## src/rtl/demux_8x1_sched_pkg.sv

```systemverilog
// Shared widths and state encoding for the demux_8x1 sequencer.
package demux_8x1_sched_pkg;

  localparam int unsigned NCH   = 8;
  localparam int unsigned SEL_W = 3;

  typedef enum logic [1:0] {
    ST_IDLE  = 2'd0,
    ST_SERVE = 2'd1,
    ST_DONE  = 2'd2
  } state_e;

endpackage

```

## src/rtl/demux_8x1_sched_next_ch_find.sv

```systemverilog
// Finds the lowest set mask bit, either from bit 0 (first=1) or strictly above cur.
module demux_8x1_sched_next_ch_find
  import demux_8x1_sched_pkg::*;
(
  input  logic [NCH-1:0]   mask,
  input  logic [SEL_W-1:0] cur,
  input  logic             first,
  output logic [SEL_W-1:0] nxt,
  output logic             found
);

  // Descending scan so the lowest qualifying bit is the last one written.
  always_comb begin
    nxt   = '0;
    found = 1'b0;
    for (int i = NCH - 1; i >= 0; i--) begin
      if (mask[i] && (first || (SEL_W'(i) > cur))) begin
        nxt   = SEL_W'(i);
        found = 1'b1;
      end
    end
  end

endmodule

```

## src/rtl/demux_8x1_sched.sv

```systemverilog
// Frame sequencer: snapshots a channel mask and routes one serial bit per enabled channel, ascending.
module demux_8x1_sched
  import demux_8x1_sched_pkg::*;
(
  input  logic             clk,
  input  logic             rst,
  input  logic             en,
  input  logic [NCH-1:0]   ch_mask,
  input  logic             din,
  input  logic             din_valid,
  output logic             din_ready,
  output logic [SEL_W-1:0] sel,
  output logic             dm_data,
  output logic             dm_strobe,
  output logic [NCH-1:0]   ch_out,
  output logic             frame_done,
  output logic             busy
);

  state_e           state_q, state_d;
  logic [NCH-1:0]   mask_q, mask_d;
  logic [SEL_W-1:0] sel_q, sel_d;
  logic             dm_data_q, dm_data_d;
  logic             dm_strobe_q, dm_strobe_d;
  logic [NCH-1:0]   ch_out_q, ch_out_d;

  logic [SEL_W-1:0] start_nxt, adv_nxt;
  logic             start_found, adv_found;

  // Frame-start search on the live mask.
  demux_8x1_sched_next_ch_find u_find_start (
    .mask  (ch_mask),
    .cur   ('0),
    .first (1'b1),
    .nxt   (start_nxt),
    .found (start_found)
  );

  // Advance search on the snapshot, strictly above the current channel.
  demux_8x1_sched_next_ch_find u_find_adv (
    .mask  (mask_q),
    .cur   (sel_q),
    .first (1'b0),
    .nxt   (adv_nxt),
    .found (adv_found)
  );

  always_comb begin
    state_d     = state_q;
    mask_d      = mask_q;
    sel_d       = sel_q;
    dm_data_d   = dm_data_q;
    dm_strobe_d = 1'b0;
    ch_out_d    = ch_out_q;

    case (state_q)
      ST_IDLE: begin
        if (en && start_found) begin
          mask_d  = ch_mask;
          sel_d   = start_nxt;
          state_d = ST_SERVE;
        end
      end

      ST_SERVE: begin
        if (!en) begin
          state_d = ST_IDLE;
        end else if (din_valid) begin
          dm_data_d       = din;
          dm_strobe_d     = 1'b1;
          ch_out_d[sel_q] = din;
          if (adv_found) begin
            sel_d = adv_nxt;
          end else begin
            state_d = ST_DONE;
          end
        end
      end

      ST_DONE: begin
        // Back-to-back frames re-snapshot here; otherwise rest in IDLE.
        if (en && start_found) begin
          mask_d  = ch_mask;
          sel_d   = start_nxt;
          state_d = ST_SERVE;
        end else begin
          state_d = ST_IDLE;
        end
      end

      default: state_d = ST_IDLE;
    endcase
  end

  always_ff @(posedge clk) begin
    if (rst) begin
      state_q     <= ST_IDLE;
      mask_q      <= '0;
      sel_q       <= '0;
      dm_data_q   <= 1'b0;
      dm_strobe_q <= 1'b0;
      ch_out_q    <= '0;
    end else begin
      state_q     <= state_d;
      mask_q      <= mask_d;
      sel_q       <= sel_d;
      dm_data_q   <= dm_data_d;
      dm_strobe_q <= dm_strobe_d;
      ch_out_q    <= ch_out_d;
    end
  end

  // Status outputs decode directly from the state register.
  assign din_ready  = (state_q == ST_SERVE) && en;
  assign frame_done = (state_q == ST_DONE);
  assign busy       = (state_q != ST_IDLE);

  assign sel       = sel_q;
  assign dm_data   = dm_data_q;
  assign dm_strobe = dm_strobe_q;
  assign ch_out    = ch_out_q;

endmodule

```

## config.mk

```make
export PLATFORM = sky130hd
export DESIGN_NAME = demux_8x1_sched
export DESIGN_NICKNAME = d
export VERILOG_FILES = /design/src/rtl/demux_8x1_sched_pkg.sv /design/src/rtl/demux_8x1_sched_next_ch_find.sv /design/src/rtl/demux_8x1_sched.sv
export SDC_FILE = /design/constraint.sdc
export NUM_CORES = 1
export LEC_CHECK = 0
export CAP_MARGIN = 20
export CORE_ASPECT_RATIO = 1.25
export CORE_UTILIZATION = 61
export CTS_CLUSTER_DIAMETER = 80
export DETAILED_ROUTE_END_ITERATION = 10
export DONT_BUFFER_PORTS = 1
export PLACE_DENSITY = 0.8
export SYNTH_ARGS = -nofsm -noshare
export SYNTH_HDL_FRONTEND = slang
export SYNTH_SLANG_ARGS = --single-unit
```

## constraint.sdc

```tcl
create_clock -name clk -period 2.1 [get_ports clk]
set_input_delay 0.42 -clock clk [delete_from_list [all_inputs] [get_ports clk]]
set_output_delay 0.42 -clock clk [all_outputs]
set_load 0.02 [all_outputs]
```

* Yosys cells after proc, flatten, opt, wreduce, memory -nomap -nowiden
Cells that the tools add are included.
Widths: inputs -> output; s select.
** Operators by class
- Muxes and demuxes :: 47
- Bitwise gates (word level) :: 2
- Equal/unequal tests :: 9
- Reduce and logical (&&, ||, !) cells :: 20
- Order comparisons :: 10
** Operators by type and width (count)
- $mux 3 :: 20
- $mux 1 :: 19
- $gt 3x3->1 const A :: 4
- $logic_and 1x1->1 :: 11
- $bwmux 8 :: 1
- $mux 2 :: 4
- $ne 2x2->1 const B :: 4
- $gt 1x3->1 const A :: 2
- $gt 2x3->1 const A :: 2
- $ne 3x3->1 const B :: 2
- $pmux 2 s3 :: 1
- $pmux 3 s2 :: 1
- $reduce_and 3->1 :: 2
- $reduce_and 5->1 :: 1
- $lt 3x4->1 const B :: 1
- $reduce_bool 2->1 :: 2
- $demux 1 s3 :: 1
- $ge 3x1->1 const B :: 1
- $reduce_or 3->1 :: 1
- $eq 2x1->1 const B :: 1
- $eq 2x2->1 const B :: 1
- $logic_not 2->1 :: 1
- $ne 2x1->1 const B :: 1
- $not 1->1 :: 2
- 2 further kinds :: 2
** Word-level totals
- Flip-flop bits (word level) :: 23
- Bits of input ports :: 13
- Output and inout bits :: 16

* Longest topological paths before layout
Gate-level depths: netlist (run 1).
- Depth after elaboration :: 14
- Gate-level depth with buffers :: 6
- Mapped depth without buffers :: 5

* Modules after synthesis
A second synthesis (run 1) with hierarchy kept.
** Second synthesis, totals
- Cell total of the unflattened synthesis :: 188
- Area total of the unflattened synthesis :: 1514.0 sq um
** Modules (own cells, without submodules)
- demux_8x1_sched :: area each 1041.0 sq um, cells an instance 114, times used 1
- demux_8x1_sched_next_ch_find :: area each 236.5 sq um, cells an instance 37, times used 2

* Worst setup path before layout (run 1)
Ideal clock, no wire load.
- Kind :: flip-flop to flip-flop
- From :: register sel_q[2] (netlist: sel[2])
- To :: register sel_q[2] (netlist: sel[2])
- Period minus slack after synthesis :: 1.932 ns
- Data required time :: 2.021 ns
- Arrival time :: 1.853 ns
- Library setup time :: 0.079 ns
- Path slack :: 0.168 ns
- Cell stages (with the launch flop) :: 7
- Path through :: dfxtp_1 buf_6 o21ba_4 or4_4 o21a_4 or2_4 a211oi_2
** Between the ends
- Cells in the longest elaborated chain, start to end :: 14
** Ends and longest elaborated chain
- start: declaration :: RTL line demux_8x1_sched.sv:22 : logic [SEL_W-1:0] sel_q, sel_d;
- start signal: assignment :: RTL line demux_8x1_sched.sv:106 : sel_q <= sel_d;
- $gt 3x3->1 :: RTL line demux_8x1_sched_next_ch_find.sv:17 : if (mask[i] && (first || (SEL_W'(i) > cur))) begin
- $logic_and 1x1->1 :: RTL line demux_8x1_sched_next_ch_find.sv:17
- $mux 3 (8 in series) :: RTL line demux_8x1_sched_next_ch_find.sv:17
- $mux 3 :: RTL line demux_8x1_sched.sv:72 : if (adv_found) begin
- $mux 3 :: RTL line demux_8x1_sched.sv:68 : end else if (din_valid) begin
- $mux 3 :: RTL line demux_8x1_sched.sv:66 : if (!en) begin
- $pmux 3 s2 :: RTL line demux_8x1_sched.sv:56 : case (state_q)
Several ways; a longest one is shown, not always the timed one. The select of a mux whose other input is x is not followed.
A chain may end at the register's enable or synchronous reset.

* Worst setup path after layout (run 1)
Ends and elaborated chain as after synthesis.

==> flow_metrics.tcl, run 1 <==
set metrics [dict create \
    status "complete, no violations" \
    syn_inst 142 \
    rows 17 \
    post_cts_buffers 0 \
    tns_ps 0 \
    track_usage_pct 26.3 \
    antenna_found_initial 0 \
    initial_core_util_pct 66.4 \
    antenna_cells 0 \
    utilization_pct 71.2 \
    numCtsBuffers 3 \
    dr_total_vias 1035 \
    power_leakage_nw 0.496 \
    postRouteAntennaNets 0 \
    r2r_setup_slack_ps 250 \
    overflow 0 \
    hold_viol_final 0 \
    netlist.area_leader.share_pct 37.1 \
    min_to "ch_out[1]" \
    wl_mm 2.51 \
    synth.avg_cell_area_um2 8.35 \
    report.final.slew_viol_count 0 \
    hp-class "in2reg" \
    min_period_ps 1850 \
    ys_ff_latch 22 \
    reg2reg_from "sel[2]" \
    htree_num_levels 1 \
    min_path_cells 1 \
    die_w_um 41.4 \
    path_class "reg2reg" \
    grt_max_degree 22 \
    stdcell_area_mm2 0.00127 \
    post-dp-hpwl_mm 1.91 \
    rsz0062_at_grt "no" \
    synthFlopType "dfxtp_1" \
    grt_pass1_wl_mm 4.37 \
    core-area_mm2 0.00179 \
    cts_num_sinks 22 \
    dp_slack_ps 231 \
    synth-edff-count 0 \
    tritoncts "built" \
    drc_errors 0 \
    setup_viol 0 \
    synth_area_mm2 0.00119 \
    hp-start "rst" \
    die_h_um 51.3 \
    area_delta_synth_final_pct 7.28 \
    async_reset_ff_share_pct 0 \
    synthTopCellsByArea "dfxtp_1 37%, mux2i_1 11%, nor2_1 7.3%" \
    fmax_mhz 540 \
    vias_per_cell 6.31 \
    dieArea_mm2 0.00213 \
    place_area_mm2 0.00122 \
    fin_ws_ps 248 \
    synth_nets 155 \
    start_kind "register" \
    clk_latency_ps 310 \
    setup.worst_path.end_class "register" \
    io_buffers 0 \
    avgRoutedWirePerCell_um 15.3 \
    drt_iter0_drc 32 \
    tightest_slew_ps 396 \
    crit_required_ps 2340 \
    synth_cell_types 40 \
    first_pass_iters 6 \
    yosysSeqAreaShare_pct 37.1 \
    grt_pass1_vias 938 \
    path_max_fanout 10 \
    place_congestion 0.870 \
    cts_resized 0 \
    pwr_density_cell_mw_per_mm2 752 \
    timing.hold.ws_ps 158 \
    yosysTopAreaCell "dfxtp_1" \
    worstPathArrival_ps 2100 \
    cap_violations 0 \
    boundaryPins 29 \
    max_slew_margin_pct 72.9 \
    nNetsFinal 159 \
    path_clk_slew_ps 120 \
    fin_crit_sh_pct 88.2 \
    irDropWorstVdd_uv 471 \
    layout-drive-gt1-share_pct 13.8 \
    reg2regPathDepth 6 \
    r2r_end "sel[2]" \
    synth_warnings 0 \
    cts.path.max_buffers 2 \
    postCtsHoldBufs 0 \
    cts_root_buffer "clkbuf_4" \
    worst_clock_skew_ps 1.61 \
]
## critical path, stage by stage (launching register included)
cell and delay, ps:
dfxtp_1 380, buf_4 220, a2bb2oi_1 100, or4_4 450, o21a_4 230, or2_4 240, a211oi_2 170
## cell usage in the layout, fill, tap and decap left out, types with 2 or more instances in the layout
cell,n
a21oi_1,10
a32oi_1,2
buf_4,6
clkbuf_4,3
dfxtp_1,22
inv_1,5
mux2i_1,13
nand2_1,12
nand3_1,4
nor2_1,23
nor2b_1,3
nor3_1,4
nor3b_1,3
nor4_1,2
o21ai_0,3
o31ai_1,4
or2_2,3
## area by class of cell
| cell class | count | area, µm² |
|---|---|---|
| Tap cell | 19 | 23.8 |
| Fill cell | 152 | 514 |
| Multi-Input combinational cell | 108 | 692 |
| Inverter | 5 | 18.8 |
| Clock buffer | 3 | 22.5 |
| Timing Repair Buffer | 6 | 45.0 |
| Sequential cell | 22 | 440 |
| Clock inverter | 1 | 30.0 |
## stage by stage
step | total power, mW | cells
2_1_floorplan | 0.605 | 142
3_3_place_gp | 0.635 | 160
3_5_place_dp | 0.639 | 160
4_1_cts | 0.959 | 164
5_1_grt | 0.991 | 164
6_report | 0.956 | 164
## cell usage after synthesis (2+ instances only)
master    number
nor2_1        23
dfxtp_1       22
mux2i_1       13
nand2_1       12
a21oi_1       10
clkbuf_1       5
inv_1          5
nand3_1        4
nor3_1         4
o31ai_1        4
nor2b_1        3
nor3b_1        3
o21ai_0        3
or2_2          3
a32oi_1        2
nor4_1         2
## how the worst max path moves through the flow
stage	from	endpoint	slack, ps	depth (start not counted)
floorplan	sel[2]	sel[2]	170	6
CTS	sel[2]	sel[2]	250	6
detailed placement	ch_mask[7]	sel[2]	230	5
global placement	sel[2]	sel[0]	320	6
finish	sel[2]	sel[2]	250	6
global route	sel[2]	sel[2]	200	6
## kinds of logic after synthesis
logic type	Yosys count	synth area share [%]
mux	13	11.0
buf+inv	12	4.54
compound gates	30	18.8
simple gates	65	28.6
flops	22	37.1
## layer usage
layer	routed length [µm]	GRT usage [%]	share of wire, %
met4	53	11.3	2.1
met1	1110	33.8	44
met3	181	2.83	7.2
met5	0	0	0
met2	1160	44.3	46
## report_power, final
part	switching [mW]	total [mW]	internal, mW
registers	0.0215	0.457	0.435
logic	0.0934	0.175	0.0816
clock network	0.132	0.325	0.193
## registers in the layout (all words and copies together) (netlist names)
name       cells
dm_strobe      1
state_q        2
sel            3
dm_data        1
ch_out         8
mask_q         7
Power figures use the tool's default switching activity.
==> inputs of run 2 (changes only) <==
Clock period 2.1 ns to 1.9 ns, I/O delays scaled along.
==> run 2 against run 1 <==
Setup slack worse by 160 ps. Combinational power is 14% higher. Count of clock-buffer cells in the layout stayed put. Die area did not move. Routed wire length up 5.5%. Via count rose by 3.4%. Flip-flop and latch count stayed put. First-iteration DRC count grew 6.3%. Clock power increased by 11%. Maximum frequency is 2.1% higher. Sequential power up 11%. Critical path type unchanged. Critical endpoint unchanged. Largest cell class unchanged. Largest power group unchanged.
==> flow_metrics.tcl, run 2 (synthesized netlist as in run 1, its figures left out) <==
set metrics [dict create \
    largest_reg_flops 8 \
    hp-class "in2reg" \
    max_slew_margin_pct 70.1 \
    drc_errors 0 \
    grt_pass1_vias 1036 \
    crit_required_ps 2140 \
    initial_core_util_pct 66.4 \
    grt_max_degree 22 \
    grt_use_met1_pct 30.0 \
    nNetsFinal 160 \
    postCtsHoldBufs 0 \
    critPathBufInv 0 \
    power_leakage_nw 0.502 \
    stdcell_area_mm2 0.00128 \
    cts_resized 0 \
    report.final.slew_viol_count 0 \
    combPwrFrac_pct 18.7 \
    track_usage_pct 25.8 \
    setup_viol 0 \
    dieArea_mm2 0.00213 \
    rows 17 \
    post-dp-hpwl_mm 1.99 \
    antenna_found_initial 0 \
    area_delta_synth_final_pct 8.02 \
    fmax_mhz 551 \
    irDropWorstVdd_uv 624 \
    pwr_density_cell_mw_per_mm2 832 \
    boundaryPins 29 \
    use_met2_pct 44.0 \
    core-area_mm2 0.00179 \
    path_clk_slew_ps 130 \
    path_delay_family "simple AND/OR/NAND/NOR gates" \
    setup.worst_path.end_class "register" \
    busiest_layer "met2" \
    overflow 0 \
    dr_total_vias 1070 \
    drt_iter0_drc 34 \
    reg2regPathDepth 5 \
    tightest_slew_ps 437 \
    cts.path.max_buffers 2 \
    max_stage_delay_ps 530 \
    grt_pass1_wl_mm 4.32 \
    r2r_setup_slack_ps 90 \
    fin_cells 165 \
    clkPwrFrac_pct 33.9 \
    antenna_cells 0 \
    place_inst 161 \
    die_h_um 51.3 \
    fin_crit_sh_pct 95.5 \
    cts_root_buffer "clkbuf_4" \
    final_common_cell "nor2_1" \
    layout_common_cells "23 x nor2_1, 21 x dfxtp_1, 13 x mux2i_1" \
    path_cells "o21ba_4 > or4_4 > o21a_4 > or2_4 > a211oi_2" \
    postRouteAntennaNets 0 \
    first_pass_iters 4 \
    cap_violations 0 \
    post_cts_buffers 0 \
    vias_per_cell 6.48 \
    min_to "sel[2]" \
    rsz0062_at_grt "no" \
    reg2reg_from "mask_q[5]" \
    cp_slowest_cell "or4_4" \
    tns_ps 0 \
    hold_viol_final 0 \
    grtUsageMet3_pct 7.77 \
    path_max_fanout 5 \
    wl_mm 2.65 \
    clk_latency_ps 310 \
    r2r_end "sel[2]" \
    htree_num_levels 1 \
    worstPathArrival_ps 2050 \
    min_path_cells 1 \
    place_area_mm2 0.00123 \
    p_switching_uw 279 \
    numCtsBuffers 3 \
    io_buffers 0 \
    status "complete, no violations" \
    min_period_ps 1810 \
    place_congestion 0.919 \
    cellInternalPower_uw 787 \
    cts_num_sinks 22 \
    layout-drive-gt1-share_pct 15.1 \
    start_kind "register" \
    path_class "reg2reg" \
    seq_power_share_pct 47.4 \
    avgRoutedWirePerCell_um 16.0 \
    hp-start "rst" \
    p_sw_share_pct 26.1 \
    die_w_um 41.4 \
    tritoncts "built" \
    worst_clock_skew_ps 3.40 \
]
[run 2: cell types whose count changed in the layout (fill, tap and decap cells not counted), sizes merged]
cell	delta
buf	+1
[run 2: how the worst max path moves through the flow]
| stage | slack, ps | endpoint | cells past startpoint | from |
|---|---|---|---|---|
| after detailed placement | 120 | sel[2] | 5 | mask_q[5] |
| after floorplan | 8 | sel[2] | 5 | sel[0] |
| after global placement | 160 | sel[2] | 5 | mask_q[4] |
| final | 90 | sel[2] | 5 | mask_q[5] |
| after global routing | 40 | sel[2] | 5 | mask_q[5] |
| after CTS | 100 | sel[2] | 5 | mask_q[5] |
[run 2: per-layer routing]
metal,up-vias,wire (µm)
met2,51,1310
met3,6,237
met1,501,1070
li1,512,-
met5,-,0
met4,0,27
[run 2: metrics by stage]
step	total power, mW	setup WS (ps)	hold WS, ps	util, %
2_1_floorplan	0.669	7.84	454	-
3_3_place_gp	0.706	158	441	68.8
3_5_place_dp	0.710	121	441	68.8
4_1_cts	1.07	96.3	97.0	71.7
5_1_grt	1.10	43.1	94.4	71.7
6_report	1.07	86.0	108	71.7
[run 2: power by group through the flow]
| stage | clock (mW) | sequential (mW) | combinational (mW) |
|---|---|---|---|
| after CTS | 0.371 | 0.505 | 0.197 |
| after global routing | 0.376 | 0.508 | 0.216 |
| final | 0.361 | 0.505 | 0.199 |
| after floorplan | 0 | 0.517 | 0.153 |
| after global placement | 0 | 0.514 | 0.192 |
| after detailed placement | 0 | 0.515 | 0.195 |
[run 2: layout make-up]
cell class                      count  area, µm²
Multi-Input combinational cell    108        692
Fill cell                         155        505
Sequential cell                    22        442
Timing Repair Buffer                7       52.6
Clock inverter                      1       30.0
Tap cell                           19       23.8
Clock buffer                        3       22.5
Inverter                            5       18.8
[run 2: worst register-to-register path: stages, from the launching register on]
cell,delay [ps]
dfxtp_1,380
o21ba_4,210
or4_4,530
o21a_4,230
or2_4,240
a211oi_2,160
